[src/rtl/dcache_arb.sv]
// Data-cache request arbiter between the LSQ and an auxiliary requester, with flush-orphan load dropping.
// Optional starvation override for aux enabled by defining DCACHE_ARB_STARVE_EN (otherwise strict LSQ priority).
module dcache_arb #(
    parameter int STARVE_LIMIT  = 8,
    parameter int AUX_MAX_OUTST = 4
) (
    input  logic        clk,
    input  logic        rst,
    input  logic        lsq_dc_req,
    input  logic [3:0]  lsq_dc_op,
    input  logic [31:0] lsq_dc_addr,
    input  logic [3:0]  lsq_dc_lsqid,
    input  logic [31:0] lsq_dc_wdata,
    input  logic        lsq_dc_flush,
    output logic        dcache_ready,
    output logic        dcache_valid,
    output logic        dcache_error,
    output logic [3:0]  dcache_lsqid,
    output logic [31:0] dcache_rdata,
    input  logic        aux_req,
    input  logic [3:0]  aux_op,
    input  logic [31:0] aux_addr,
    input  logic [31:0] aux_wdata,
    input  logic [3:0]  aux_id,
    output logic        aux_ready,
    output logic        aux_valid,
    output logic        aux_error,
    output logic [3:0]  aux_rid,
    output logic [31:0] aux_rdata,
    output logic        arb_dc_req,
    output logic [3:0]  arb_dc_op,
    output logic [31:0] arb_dc_addr,
    output logic [31:0] arb_dc_wdata,
    output logic [4:0]  arb_dc_tag,
    output logic        arb_dc_flush,
    input  logic        dc_ready,
    input  logic        dc_valid,
    input  logic        dc_error,
    input  logic [4:0]  dc_tag,
    input  logic [31:0] dc_rdata
);

    localparam int OUTST_W = $clog2(AUX_MAX_OUTST + 1);

    logic [15:0]        r_pending;
    logic [15:0]        r_stale;
    logic [OUTST_W-1:0] r_aux_outst;

    logic        w_lsq_load;
    logic        w_lsq_elig;
    logic        w_aux_elig;
    logic        w_starve_prio;
    logic        w_grant_lsq;
    logic        w_grant_aux;
    logic        w_lsq_beat;
    logic        w_aux_beat;
    logic        w_resp_lsq;
    logic        w_resp_aux;
    logic        w_lsq_fwd;
    logic [15:0] w_resp_mask;
    logic [15:0] w_beat_mask;

    // A load may not issue while its index is stale or during a flush; stores keep draining.
    assign w_lsq_load = ~lsq_dc_op[0];
    assign w_lsq_elig = lsq_dc_req & ~(w_lsq_load & (r_stale[lsq_dc_lsqid] | lsq_dc_flush));
    assign w_aux_elig = aux_req & ((r_aux_outst < OUTST_W'(AUX_MAX_OUTST)) | aux_op[0]);

`ifdef DCACHE_ARB_STARVE_EN
    localparam int STARVE_W = $clog2(STARVE_LIMIT + 1);

    logic [STARVE_W-1:0] r_starve_cnt;

    assign w_starve_prio = (r_starve_cnt == STARVE_W'(STARVE_LIMIT));

    always_ff @(posedge clk) begin
        if (rst) begin
            r_starve_cnt <= '0;
        end else if (w_aux_beat || !aux_req) begin
            r_starve_cnt <= '0;
        end else if (w_aux_elig && !w_starve_prio) begin
            r_starve_cnt <= r_starve_cnt + 1'b1;
        end
    end
`else
    // Strict priority: the override never fires (a negative limit is never configured).
    assign w_starve_prio = (STARVE_LIMIT < 0);
`endif

    assign w_grant_aux = w_aux_elig & (~w_lsq_elig | w_starve_prio);
    assign w_grant_lsq = w_lsq_elig & ~w_grant_aux;
    assign w_lsq_beat  = w_grant_lsq & dc_ready;
    assign w_aux_beat  = w_grant_aux & dc_ready;

    assign dcache_ready = w_lsq_beat;
    assign aux_ready    = w_aux_beat;
    assign arb_dc_req   = w_grant_lsq | w_grant_aux;
    assign arb_dc_flush = lsq_dc_flush;

    always_comb begin
        arb_dc_op    = 4'h0;
        arb_dc_addr  = 32'h0;
        arb_dc_wdata = 32'h0;
        arb_dc_tag   = 5'h0;
        if (w_grant_aux) begin
            arb_dc_op    = aux_op;
            arb_dc_addr  = aux_addr;
            arb_dc_wdata = aux_wdata;
            arb_dc_tag   = {1'b1, aux_id};
        end else if (w_grant_lsq) begin
            arb_dc_op    = lsq_dc_op;
            arb_dc_addr  = lsq_dc_addr;
            arb_dc_wdata = lsq_dc_wdata;
            arb_dc_tag   = {1'b0, lsq_dc_lsqid};
        end
    end

    assign w_resp_lsq  = dc_valid & ~dc_tag[4];
    assign w_resp_aux  = dc_valid & dc_tag[4];
    assign w_resp_mask = w_resp_lsq ? (16'h1 << dc_tag[3:0]) : 16'h0;
    assign w_beat_mask = (w_lsq_beat & w_lsq_load) ? (16'h1 << lsq_dc_lsqid) : 16'h0;
    assign w_lsq_fwd   = w_resp_lsq & ~r_stale[dc_tag[3:0]];

    assign dcache_valid = w_lsq_fwd;
    assign dcache_error = w_lsq_fwd & dc_error;
    assign dcache_lsqid = w_lsq_fwd ? dc_tag[3:0] : 4'h0;
    assign dcache_rdata = w_lsq_fwd ? dc_rdata : 32'h0;

    assign aux_valid = w_resp_aux;
    assign aux_error = w_resp_aux & dc_error;
    assign aux_rid   = w_resp_aux ? dc_tag[3:0] : 4'h0;
    assign aux_rdata = w_resp_aux ? dc_rdata : 32'h0;

    // A response landing in the flush cycle retires its index, so it is not marked stale.
    always_ff @(posedge clk) begin
        if (rst) begin
            r_pending   <= '0;
            r_stale     <= '0;
            r_aux_outst <= '0;
        end else begin
            r_pending <= (r_pending & ~w_resp_mask) | w_beat_mask;
            r_stale   <= (r_stale & ~w_resp_mask)
                       | (lsq_dc_flush ? (r_pending & ~w_resp_mask) : 16'h0);
            case ({w_aux_beat & ~aux_op[0], w_resp_aux})
                2'b10:   r_aux_outst <= r_aux_outst + 1'b1;
                2'b01:   r_aux_outst <= r_aux_outst - 1'b1;
                default: r_aux_outst <= r_aux_outst;
            endcase
        end
    end

endmodule
[config.mk]
export PLATFORM = sky130hd
export DESIGN_NAME = dcache_arb
export DESIGN_NICKNAME = d
export VERILOG_FILES = /design/src/rtl/dcache_arb.sv
export SDC_FILE = /design/constraint.sdc
export NUM_CORES = 1
export LEC_CHECK = 0
export ABC_AREA = 1
export CELL_PAD_IN_SITES_DETAIL_PLACEMENT = 1
export CELL_PAD_IN_SITES_GLOBAL_PLACEMENT = 1
export CORE_UTILIZATION = 17
export DETAILED_ROUTE_END_ITERATION = 8
export PLACE_DENSITY = 0.84
export SLEW_MARGIN = 30
export SYNTH_ARGS = -nofsm -noshare
export SYNTH_HDL_FRONTEND = slang
export SYNTH_SLANG_ARGS = --single-unit
[constraint.sdc]
create_clock -name clk -period 2.87 [get_ports clk]
set_input_delay 0.574 -clock clk [delete_from_list [all_inputs] [get_ports clk]]
set_output_delay 0.574 -clock clk [all_outputs]
set_load 0.1 [all_outputs]
==> impl_results.md, run 1 <==
* Root Buffer: clkbuf_16
* Total gr overflow at 0
* Worst r2r dst: r_aux_outst[2]$_SDFFE_PP0P_
* DRT Wirelength at 23900 um
* Initial core utilization at 0.174
* WHS Path Cells at 2
* Syn Area/Cell at 5.20 um2
* CP endpoint kind: output pin
* Worst Hold Class: reg2reg
* R2R Path Start: r_stale[8]$_SDFF_PP0_
* Via count at 5657
* Fraction of the mapped netlist area in simple logic gates at 0.501
* Routed Antenna Nets at 0
* Final nets at 1199
* Setup-failing EPs final at 0
* Reg2reg path depth at 19
* Lkg Pwr at 4.23 nW
* VDD IR max at 0.000217 V
* Achievable Freq at 351 MHz
* Sequential power share at 0.135
* Sw frac at 0.505
* Largest net degree at the start of global routing at 37
* IO Port Bufs at 341
* Starting DRT DRC Count at 343
* Slowest cell on the critical path: buf_12
* Register area share after synthesis at 0.213
* Detailed-route vias per instance at 4.43
* PD cells at 376 nW/um2
* Crit path buf inv count at 8
* Post-synth EDFFs at 0
* Status: complete, no violations
* Clk slew on worst S/H paths at 0.06 ns
* Max_cap viols at 0
* Fin area at 9800 um2
* Arrival @ worst endpoint at 2.28 ns
* Most frequent cells in the layout: 181 x nand2_1, 180 x clkdlybuf4s50_1, 161 x buf_12
* R2R setup slack at 0.35 ns
* Synth warn at 0
* Gp weighted congestion at 0.918
* Kind of critical path: in2out
* Width of the die at 141 um
* CP cell instances: buf_8 -> buf_12 -> clkinv_8 -> nand2_1 -> nand2_1 -> nand2_1 -> nand3_2 -> nand3_2 -> nand3_2 -> nand2_4 -> nor2_8 -> buf_12 -> clkinv_8 -> buf_6 -> o21ai_4 -> buf_6 -> buf_12
* RSZ-0062 raised after global routing: true
* Post-cts hold buffer count at 0
* Max Slew Vio Count at 0
* Cell Rows at 50
* Drt drc at 0
* Syn Inst Count at 631
* Area Overhead vs Synth at 199%
* Slowest Stage Delay on Critical Path at 0.17 ns
* Hold Startpoint: r_aux_outst[0]$_SDFFE_PP0P_
* CTS max path bufs at 2
* Met1 usage at 0.230
* Crit path launch type: input port
* Die H at 141 um
* Die area at 19900 um2
* Required time of the critical path at 2.30 ns
* Critical path peak fanout at 7
* Synth Area in Compound Gates at 0.123
* Fillers at 2152
* Adder-cell share of the synthesized area at 0.00991
* Number of synthesized register bits at 35
* Clk sinks at 35
* Antenna violations before repair at 7
* FFs w/ async S/R, synth at 0
* Clock network fraction of design power at 0.144
* Vias in the first global route at 5983
* Final TNS setup at 0 ns
* Post-synthesis mux area share at 0
* First-pass GRT wire length at 34800 um
* Share of cells above drive strength 1 at 0.365
* Xor/xnor share of the synthesized area at 0
* Worst Hold End: r_aux_outst[0]$_SDFFE_PP0P_
* Met3 global-route usage at 0.0459
* Avg WL per Cell at 18.7 um
* Leading cell type in the layout, fill and taps excluded: nand2_1
* Count of final hold-check violations at 0
* Inserted Clock Buffers at 5
* Clk_skew at 0.00545 ns
* H-tree depth at 2
* DP HPWL at 19200 um
* CP delay by family, top: buffers and inverters
* Slew HR at 0.741
* Synth Flop Type: dfxtp_1
* Top Ports at 342
* Syn_nets at 822
* Core Area at 18800 um2
* Placed Instance Area at 9210 um2
* Worst-Margin Slew at 0.388 ns
* Met2 global-route usage at 0.460
* Total GRT Usage at 0.230
* DRT Pass-1 Iters at 4
* Cell Int Power at 1.82 mW
* Synth cell types at 30
* NetSw at 1.86 mW
* GRT busiest layer: met2
* Skew-Pair Late Insertion Delay at 0.28 ns
* Largest family of logic cells by synthesized area: simple AND/OR/NAND/NOR gates
* CTS tree: built
* Gate power share at 0.721
* Syn Std Cell Area at 3280 um2
* Period utilization at 0.994
* Crit path time final at 2.85 ns
-- metrics by stage --
stage                     utilization  power (mW)  hold slack (ns)  setup slack [ns]  instances
after floorplan                     -        1.97            0.429            -0.347        631
after global placement          0.489        3.04            0.443            -0.333       1242
after detailed placement        0.489        3.07            0.447            -0.497       1242
after CTS                       0.514        3.68            0.455           0.00462       1267
after global routing            0.520        3.78            0.507           -0.0656       1275
final                           0.521        3.68            0.454            0.0184       1276
-- worst max-delay path by stage --
stage	startpoint	end	slack, ns	cells past startpoint
2_1_floorplan	dc_tag[1]	dcache_error	-0.35	7
3_3_place_gp	lsq_dc_lsqid[0]	r_aux_outst[2]$_SDFFE_PP0P_	-0.33	21
3_5_place_dp	lsq_dc_lsqid[0]	r_aux_outst[2]$_SDFFE_PP0P_	-0.50	21
4_1_cts	dc_tag[1]	dcache_rdata[23]	0.005	14
5_1_grt	lsq_dc_lsqid[0]	arb_dc_op[0]	-0.07	17
6_report	lsq_dc_lsqid[0]	arb_dc_op[0]	0.02	17
-- routing by layer --
layer | share of wire | routed length [um]
met1 | 0.35 | 8260
met2 | 0.57 | 13600
met3 | 0.058 | 1390
met4 | 0.028 | 673
met5 | 0 | 0
-- logic make-up (layout without fill, tap and decap cells) --
group | after synthesis | in the layout
AO/OA/AOI/OAI | 71 | 71
adder cells (fa/ha/maj) | 2 | 2
flip-flops | 35 | 35
buffers and inverters | 110 | 488
other | 0 | 7
AND/OR/NAND/NOR | 413 | 413
-- synthesized netlist by cell type, types with 7 or more instances --
master	instances	area [um2]
buf_4	14	105
o21ai_1	7	35.0
o21ai_0	19	95.1
nor2_1	109	409
a21oi_1	28	140
clkbuf_1	11	41.3
dfxtp_1	35	701
nand3_1	12	60.1
inv_1	66	248
nand2_1	260	976
nor3_1	14	70.1
a211oi_1	9	67.6
nand4_1	12	75.1
-- cell type report --
cell class | instances | area (um2) | area share
diodes | 7 | 17.5 | 0.00179
repair buffers | 407 | 5690 | 0.580
clock buffers | 7 | 133 | 0.0135
flip-flops and latches | 35 | 701 | 0.0715
multi-input cells | 486 | 2630 | 0.268
well taps | 260 | 325 | 0.0332
inverters | 73 | 303 | 0.0309
clock inverters | 1 | 5.00 | 0.000511
-- state kept, by name (all words and copies together), names as in the netlist --
name	count
r_pending	16
r_stale	16
r_aux_outst	3
-- repair_timing --
item                       CTS  global route
buffers inserted            12             1
setup endpoints to repair  115            89
cloned                       5             1
pin swaps                   13            18
gates resized for setup     47            25
-- tightest hold or removal path: stages (launching register included) --
cell,delay [ns]
dfxtp_1,0.30
nand2_1,0.05
a21oi_1,0.05
-- power by group through the flow --
stage	Clock [mW]	Sequential [mW]	Combinational, mW
after global routing	0.553	0.496	2.74
final	0.531	0.495	2.66
after global placement	0	0.505	2.53
after CTS	0.534	0.495	2.65
after detailed placement	0	0.506	2.56
after floorplan	0	0.505	1.46
No activity file was read; power rests on OpenSTA's default activity.
==> inputs of run 2 (changes only) <==
- REMOVE_ABC_BUFFERS: default -> 1
- TNS_END_PERCENT: default -> 20
==> run 2 against run 1 <==
  * The flow now finishes with violations (setup timing)
  * Worst hold slack gained 0.011 ns
  * Wire length grew 27%
  * Register-to-register slack got worse by 0.18 ns
  * Cell area increased by 2.2%
  * Via count up 7.7%
  * Global-route usage is 4.1 points higher
==> impl_results.md, run 2 (synthesis results as in run 1) <==
* Avg WL per Cell at 23.6 um (+26%)
* CP endpoint kind: output pin
* Lkg Pwr at 4.34 nW (+2.6%)
* Final nets at 1210 (+0.92%)
* Inserted Clock Buffers at 5 (unchanged)
* Hold Startpoint: r_pending[14]$_SDFF_PP0_
* WHS Path Cells at 2 (unchanged)
* Regs by FF count: r_pending (16), r_stale (16), r_aux_outst (3)
* First-pass GRT wire length at 40300 um (+16%)
* Reg2reg path depth at 16 (-3)
* Total GRT Usage at 0.270 (+0.0407)
* Worst Setup SP: lsq_dc_lsqid[0]
* IO Port Bufs at 341 (unchanged)
* Core Area at 18800 um2 (unchanged)
* DRT Wirelength at 30200 um (+27%)
* R2R Path Start: r_stale[8]$_SDFF_PP0_
* Top Ports at 342 (unchanged)
* Fillers at 2122 (-1.4%)
* Skew-Pair Late Insertion Delay at 0.28 ns (about the same)
* Period utilization at 1.01 (+0.0205)
* Total gr overflow at 0 (unchanged)
* Clk_skew at 0.00512 ns (-0.000329 ns)
* CTS max path bufs at 2 (unchanged)
* Die area at 19900 um2 (unchanged)
* Leading cell type in the layout, fill and taps excluded: nand2_1
* CTS tree: built
* PnR worst setup slack at -0.0405 ns (-0.0589 ns)
* Initial core utilization at 0.174 (unchanged)
* Largest net degree at the start of global routing at 30 (-19%)
* Required time of the critical path at 2.30 ns (about the same)
* Worst-Margin Slew at 0.480 ns (+0.0915 ns)
* Status: finished, violations left
* Width of the die at 141 um (unchanged)
* Drt drc at 0 (unchanged)
* DRT Pass-1 Iters at 4 (unchanged)
* Setup-failing EPs final at 53 (+53)
* Clk sinks at 35 (unchanged)
* Failing checks: setup timing
* Gp weighted congestion at 0.885 (-3.7%)
* Crit path launch type: input port
* Count of final hold-check violations at 0 (unchanged)
* Slew HR at 0.677 (-0.0643)
* Share of cells above drive strength 1 at 0.370 (+0.00489)
* Detailed-route vias per instance at 4.75 (+7.3%)
* Vias in the first global route at 6565 (+9.7%)
* Crit path time final at 2.91 ns (+0.0589 ns)
* Max Slew Vio Count at 0 (unchanged)
* Final cell utilization of the core at 0.532 (+0.0115)
* Most frequent cells in the layout: 193 x nand2_1, 181 x clkdlybuf4s50_1, 161 x buf_12
* Max_cap viols at 0 (unchanged)
* Arrival @ worst endpoint at 2.34 ns (+0.06 ns)
* Worst Hold Class: reg2reg
* DP Worst Slack at -0.467 ns (+0.0301 ns)
* Routed Antenna Nets at 0 (unchanged)
* Achievable Freq at 344 MHz (-2.0%)
* Die H at 141 um (unchanged)
* Final TNS setup at -0.915 ns (-0.915 ns)
* Starting DRT DRC Count at 309 (-9.9%)
* Root Buffer: clkbuf_16
* Antenna violations before repair at 2 (-5)
* Area Overhead vs Synth at 205%
* DP HPWL at 19800 um (+2.8%)
* Kind of critical path: in2out
* Critical path peak fanout at 7 (unchanged)
* Cell Rows at 50 (unchanged)
* Worst Hold Margin at 0.465 ns (+0.0109 ns)
* VDD IR max at 0.000233 V (+7.2%)
* Post-cts hold buffer count at 0 (unchanged)
* Via count at 6091 (+7.7%)
* H-tree depth at 2 (unchanged)
* PD cells at 395 nW/um2 (+5.1%)
* Clk slew on worst S/H paths at 0.06 ns (about the same)
[run 2: changes by cell type in the layout (fill, tap and decap cells not counted), moves of 4 or more]
cell / previous run / this run
clkbuf_16: 6 / 12
diode_2: 7 / 1
nand2_1: 181 / 193
nand2_2: 77 / 67
nor2_1: 76 / 69
nor2_4: 31 / 37
o21ai_4: 5 / 1
[run 2: worst paths after layout]
check,to,slack [ns]
max reg2reg,r_aux_outst[1]$_SDFFE_PP0P_,0.17
min reg2reg,r_pending[14]$_SDFF_PP0_,0.46
max,arb_dc_wdata[23],-0.04
min,r_pending[14]$_SDFF_PP0_,0.46
[run 2: per-layer routing]
layer	global-route usage	share of wire	vias up
met4	0.112	0.051	2
met5	0	0.00043	-
met1	0.290	0.36	2948
met2	0.511	0.53	304
li1	-	-	2725
met3	0.0564	0.061	112
[run 2: critical path: stages]
cell       delay (ns)
buf_6            0.12
buf_12           0.15
clkinv_8         0.06
nand2_1          0.08
nand2_1          0.10
nand2_1          0.07
nand3_2          0.08
nand3_2          0.09
nand3_2          0.11
nand2_4          0.09
nor2_8           0.15
buf_12           0.16
clkbuf_16        0.17
nand2_1          0.06
nand2_2          0.08
buf_12           0.17
[run 2: metrics by stage]
stage               std cells  area, um2  total power, mW
floorplan                 594       3060             1.82
finish                   1281      10000             3.96
CTS                      1274       9610             3.84
detailed placement       1243       8760             3.00
global route             1281      10000             4.04
global placement         1243       8760             2.97
[run 2: final cells by class]
type | count | area (um2) | area share
Antenna cell | 1 | 2.50 | 0.000250
Clock buffer | 5 | 125 | 0.0125
Clock inverter | 3 | 67.6 | 0.00674
Inverter | 73 | 288 | 0.0287
Multi-Input combinational cell | 486 | 2630 | 0.263
Sequential cell | 35 | 701 | 0.0699
Tap cell | 260 | 325 | 0.0325
Timing Repair Buffer | 418 | 5880 | 0.587
[run 2: where the power goes]
| part | leakage, nW | internal, mW | total, mW | switching, mW |
|---|---|---|---|---|
| Combinational | 3.96 | 1.03 | 2.74 | 1.71 |
| Clock | 0.0900 | 0.498 | 0.717 | 0.220 |
| Sequential | 0.282 | 0.492 | 0.496 | 0.00417 |
[run 2: timing repair]
item | 4_1_cts | 5_1_grt
endpoints found under the hold margin | 0 | 0
setup endpoints to repair | 116 | 119
gates resized for setup | 131 | 79
pin swaps | 8 | 21
buffers inserted | 18 | 1
cloned | 6 | 6
==> inputs of run 3 (changes only) <==
- REMOVE_ABC_BUFFERS: 1 -> default
==> run 3 against run 2 <==
  * The flow now finishes without violations
  * Core utilization fell by 0.13 points
  * Flip-flop and latch count did not move
  * Global-route usage fell by 3.8 points
  * Worst hold slack got worse by 0.0016 ns
  * Combinational power fell by 1%
  * Die area did not move
  * Worst setup slack improved by 0.051 ns
  * Via count fell by 5.3%
  * Critical endpoint is now arb_dc_wdata[25]
  * Register-to-register slack improved by 0.18 ns
  * Wire length fell by 18%
  * Total power fell by 3.3%
  * Highest routed layer is now met4
  * Clock-buffer cell count did not move
==> impl_results.md, run 3 (synthesis results as in run 1) <==
* Detailed-route vias per instance at 4.53 (-4.7%)
* Area Overhead vs Synth at 204%
* PnR worst setup slack at 0.0106 ns (+0.0511 ns)
* Gp weighted congestion at 0.808 (-8.7%)
* Via count at 5771 (-5.3%)
* Cell Rows at 50 (unchanged)
* Final nets at 1203 (-0.58%)
* Clk_skew at 0.00451 ns (-0.000617 ns)
* CTS tree: built
* Critical path peak fanout at 7 (unchanged)
* Routed Antenna Nets at 0 (unchanged)
* Skew-Pair Late Insertion Delay at 0.28 ns (about the same)
* Required time of the critical path at 2.30 ns (about the same)
* Die area at 19900 um2 (unchanged)
* Clk slew on worst S/H paths at 0.06 ns (about the same)
* Total GRT Usage at 0.232 (-0.0383)
* DP Worst Slack at -0.424 ns (+0.0429 ns)
* DRT Wirelength at 24700 um (-18%)
* Share of cells above drive strength 1 at 0.351 (-0.0182)
* Max_cap viols at 0 (unchanged)
* Achievable Freq at 350 MHz (+1.8%)
* PD cells at 383 nW/um2 (-3.1%)
* Slew HR at 0.729 (+0.0519)
* Core Area at 18800 um2 (unchanged)
* DRT Pass-1 Iters at 5 (+1)
* Arrival @ worst endpoint at 2.29 ns (-0.05 ns)
* Root Buffer: clkbuf_16
* Antenna violations before repair at 0 (-2)
* Lkg Pwr at 4.35 nW (+0.42%)
* Count of final hold-check violations at 0 (unchanged)
* Worst-Margin Slew at 0.405 ns (-0.0743 ns)
* Final cell utilization of the core at 0.531 (-0.00126)
* Crit path launch type: input port
* Worst Hold Margin at 0.463 ns (-0.00158 ns)
* Pwr Total at 3.83 mW (-3.3%)
* Regs by FF count: r_pending (16), r_stale (16), r_aux_outst (3)
* CTS max path bufs at 2 (unchanged)
* Starting DRT DRC Count at 209 (-32%)
* Inserted Clock Buffers at 5 (unchanged)
* WHS Path Cells at 2 (unchanged)
* Max Slew Vio Count at 0 (unchanged)
* DP HPWL at 18700 um (-5.3%)
* Number of inserted diodes at 0 (-1)
* Top Ports at 342 (unchanged)
* Leading cell type in the layout, fill and taps excluded: nand2_1
* Avg WL per Cell at 19.4 um (-18%)
* Kind of critical path: in2out
* Die H at 141 um (unchanged)
* Fillers at 2124 (+0.094%)
* H-tree depth at 2 (unchanged)
* CP endpoint kind: output pin
* Drt drc at 0 (unchanged)
* Total gr overflow at 0 (unchanged)
* Setup-failing EPs final at 0 (-100%)
* VDD IR max at 0.000305 V (+31%)
* IO Port Bufs at 341 (unchanged)
* Largest net degree at the start of global routing at 38 (+27%)
* Width of the die at 141 um (unchanged)
* First-pass GRT wire length at 35100 um (-13%)
* Period utilization at 0.996 (-0.0178)
* Status: complete, no violations
* Reg2reg path depth at 19 (+3)
* Worst Hold Class: reg2reg
* Crit path time final at 2.86 ns (-0.0511 ns)
* Vias in the first global route at 6061 (-7.7%)
* Initial core utilization at 0.174 (unchanged)
* RSZ-0062 raised after global routing: true
* Most frequent cells in the layout: 210 x nand2_1, 180 x clkdlybuf4s50_1, 166 x buf_12
* Clk sinks at 35 (unchanged)
==> run 3: changes by cell type in the layout (fill, tap and decap cells not counted), sizes merged <==
cell | previous run | this run
clkbuf | 12 | 7
bufbuf | 0 | 1
clkdlybuf4s50 | 181 | 180
clkinv | 3 | 5
clkinvlp | 1 | 0
buf | 226 | 223
bufinv | 2 | 1
diode | 1 | 0
clkdlybuf4s15 | 0 | 1
==> run 3: report_power, final <==
group	internal, mW	switching (mW)
Combinational	1.03	1.67
Sequential	0.492	0.00336
Clock	0.410	0.224
Total	1.93	1.90
==> run 3: per-stage QoR <==
step                      TNS, ns  instances  cell area, um2
after floorplan             -8.93        631            3500
after global placement     -28.57       1247            9000
after detailed placement   -36.66       1247            9000
after CTS                 -0.0200       1270            9720
after global routing        -1.26       1273           10000
final                           0       1273           10000
==> run 3: worst paths after layout <==
check	start	end	slack, ns
setup reg to reg	r_stale[3]$_SDFF_PP0_	r_aux_outst[2]$_SDFFE_PP0P_	0.35
hold reg to reg	r_aux_outst[0]$_SDFFE_PP0P_	r_aux_outst[0]$_SDFFE_PP0P_	0.46
hold / removal	r_aux_outst[0]$_SDFFE_PP0P_	r_aux_outst[0]$_SDFFE_PP0P_	0.46
setup / recovery	lsq_dc_lsqid[0]	arb_dc_wdata[25]	0.01
==> run 3: area by class of cell <==
| cell class | count | area, um2 | area share |
|---|---|---|---|
| well taps | 260 | 325 | 0.0325 |
| repair buffers | 411 | 5800 | 0.580 |
| multi-input cells | 486 | 2710 | 0.271 |
| inverters | 73 | 293 | 0.0293 |
| clock inverters | 3 | 43.8 | 0.00438 |
| clock buffers | 5 | 125 | 0.0125 |
| flip-flops and latches | 35 | 701 | 0.0701 |
==> run 3: worst max-delay path, cell delays in order <==
cell and delay [ns]:
buf_12 0.11, buf_12 0.13, clkinv_8 0.05, nand2_1 0.06, nand2_1 0.07, nand2_1 0.06, nand3_2 0.08, nand3_2 0.09
nand3_4 0.09, nand2_4 0.08, nor2_8 0.14, buf_12 0.13, buf_12 0.13, clkbuf_16 0.17, nand2_4 0.06, nand2_4 0.07
buf_12 0.16
==> run 3: repair_timing <==
item	CTS	global route
hold buffers	0	0
resized for setup	98	63
setup endpoints to repair	115	111
pin swaps	14	27
buffers inserted	9	2
gates cloned	6	2
==> run 3: layer usage <==
layer / part of all wire / vias to the layer above / wire length [um] / GRT usage
li1: - / 2715 / - / -
met1: 0.36 / 2791 / 8840 / 0.252
met2: 0.56 / 211 / 13800 / 0.447
met3: 0.051 / 54 / 1250 / 0.0418
met4: 0.029 / 0 / 727 / 0.0807
met5: 0 / - / 0 / 0
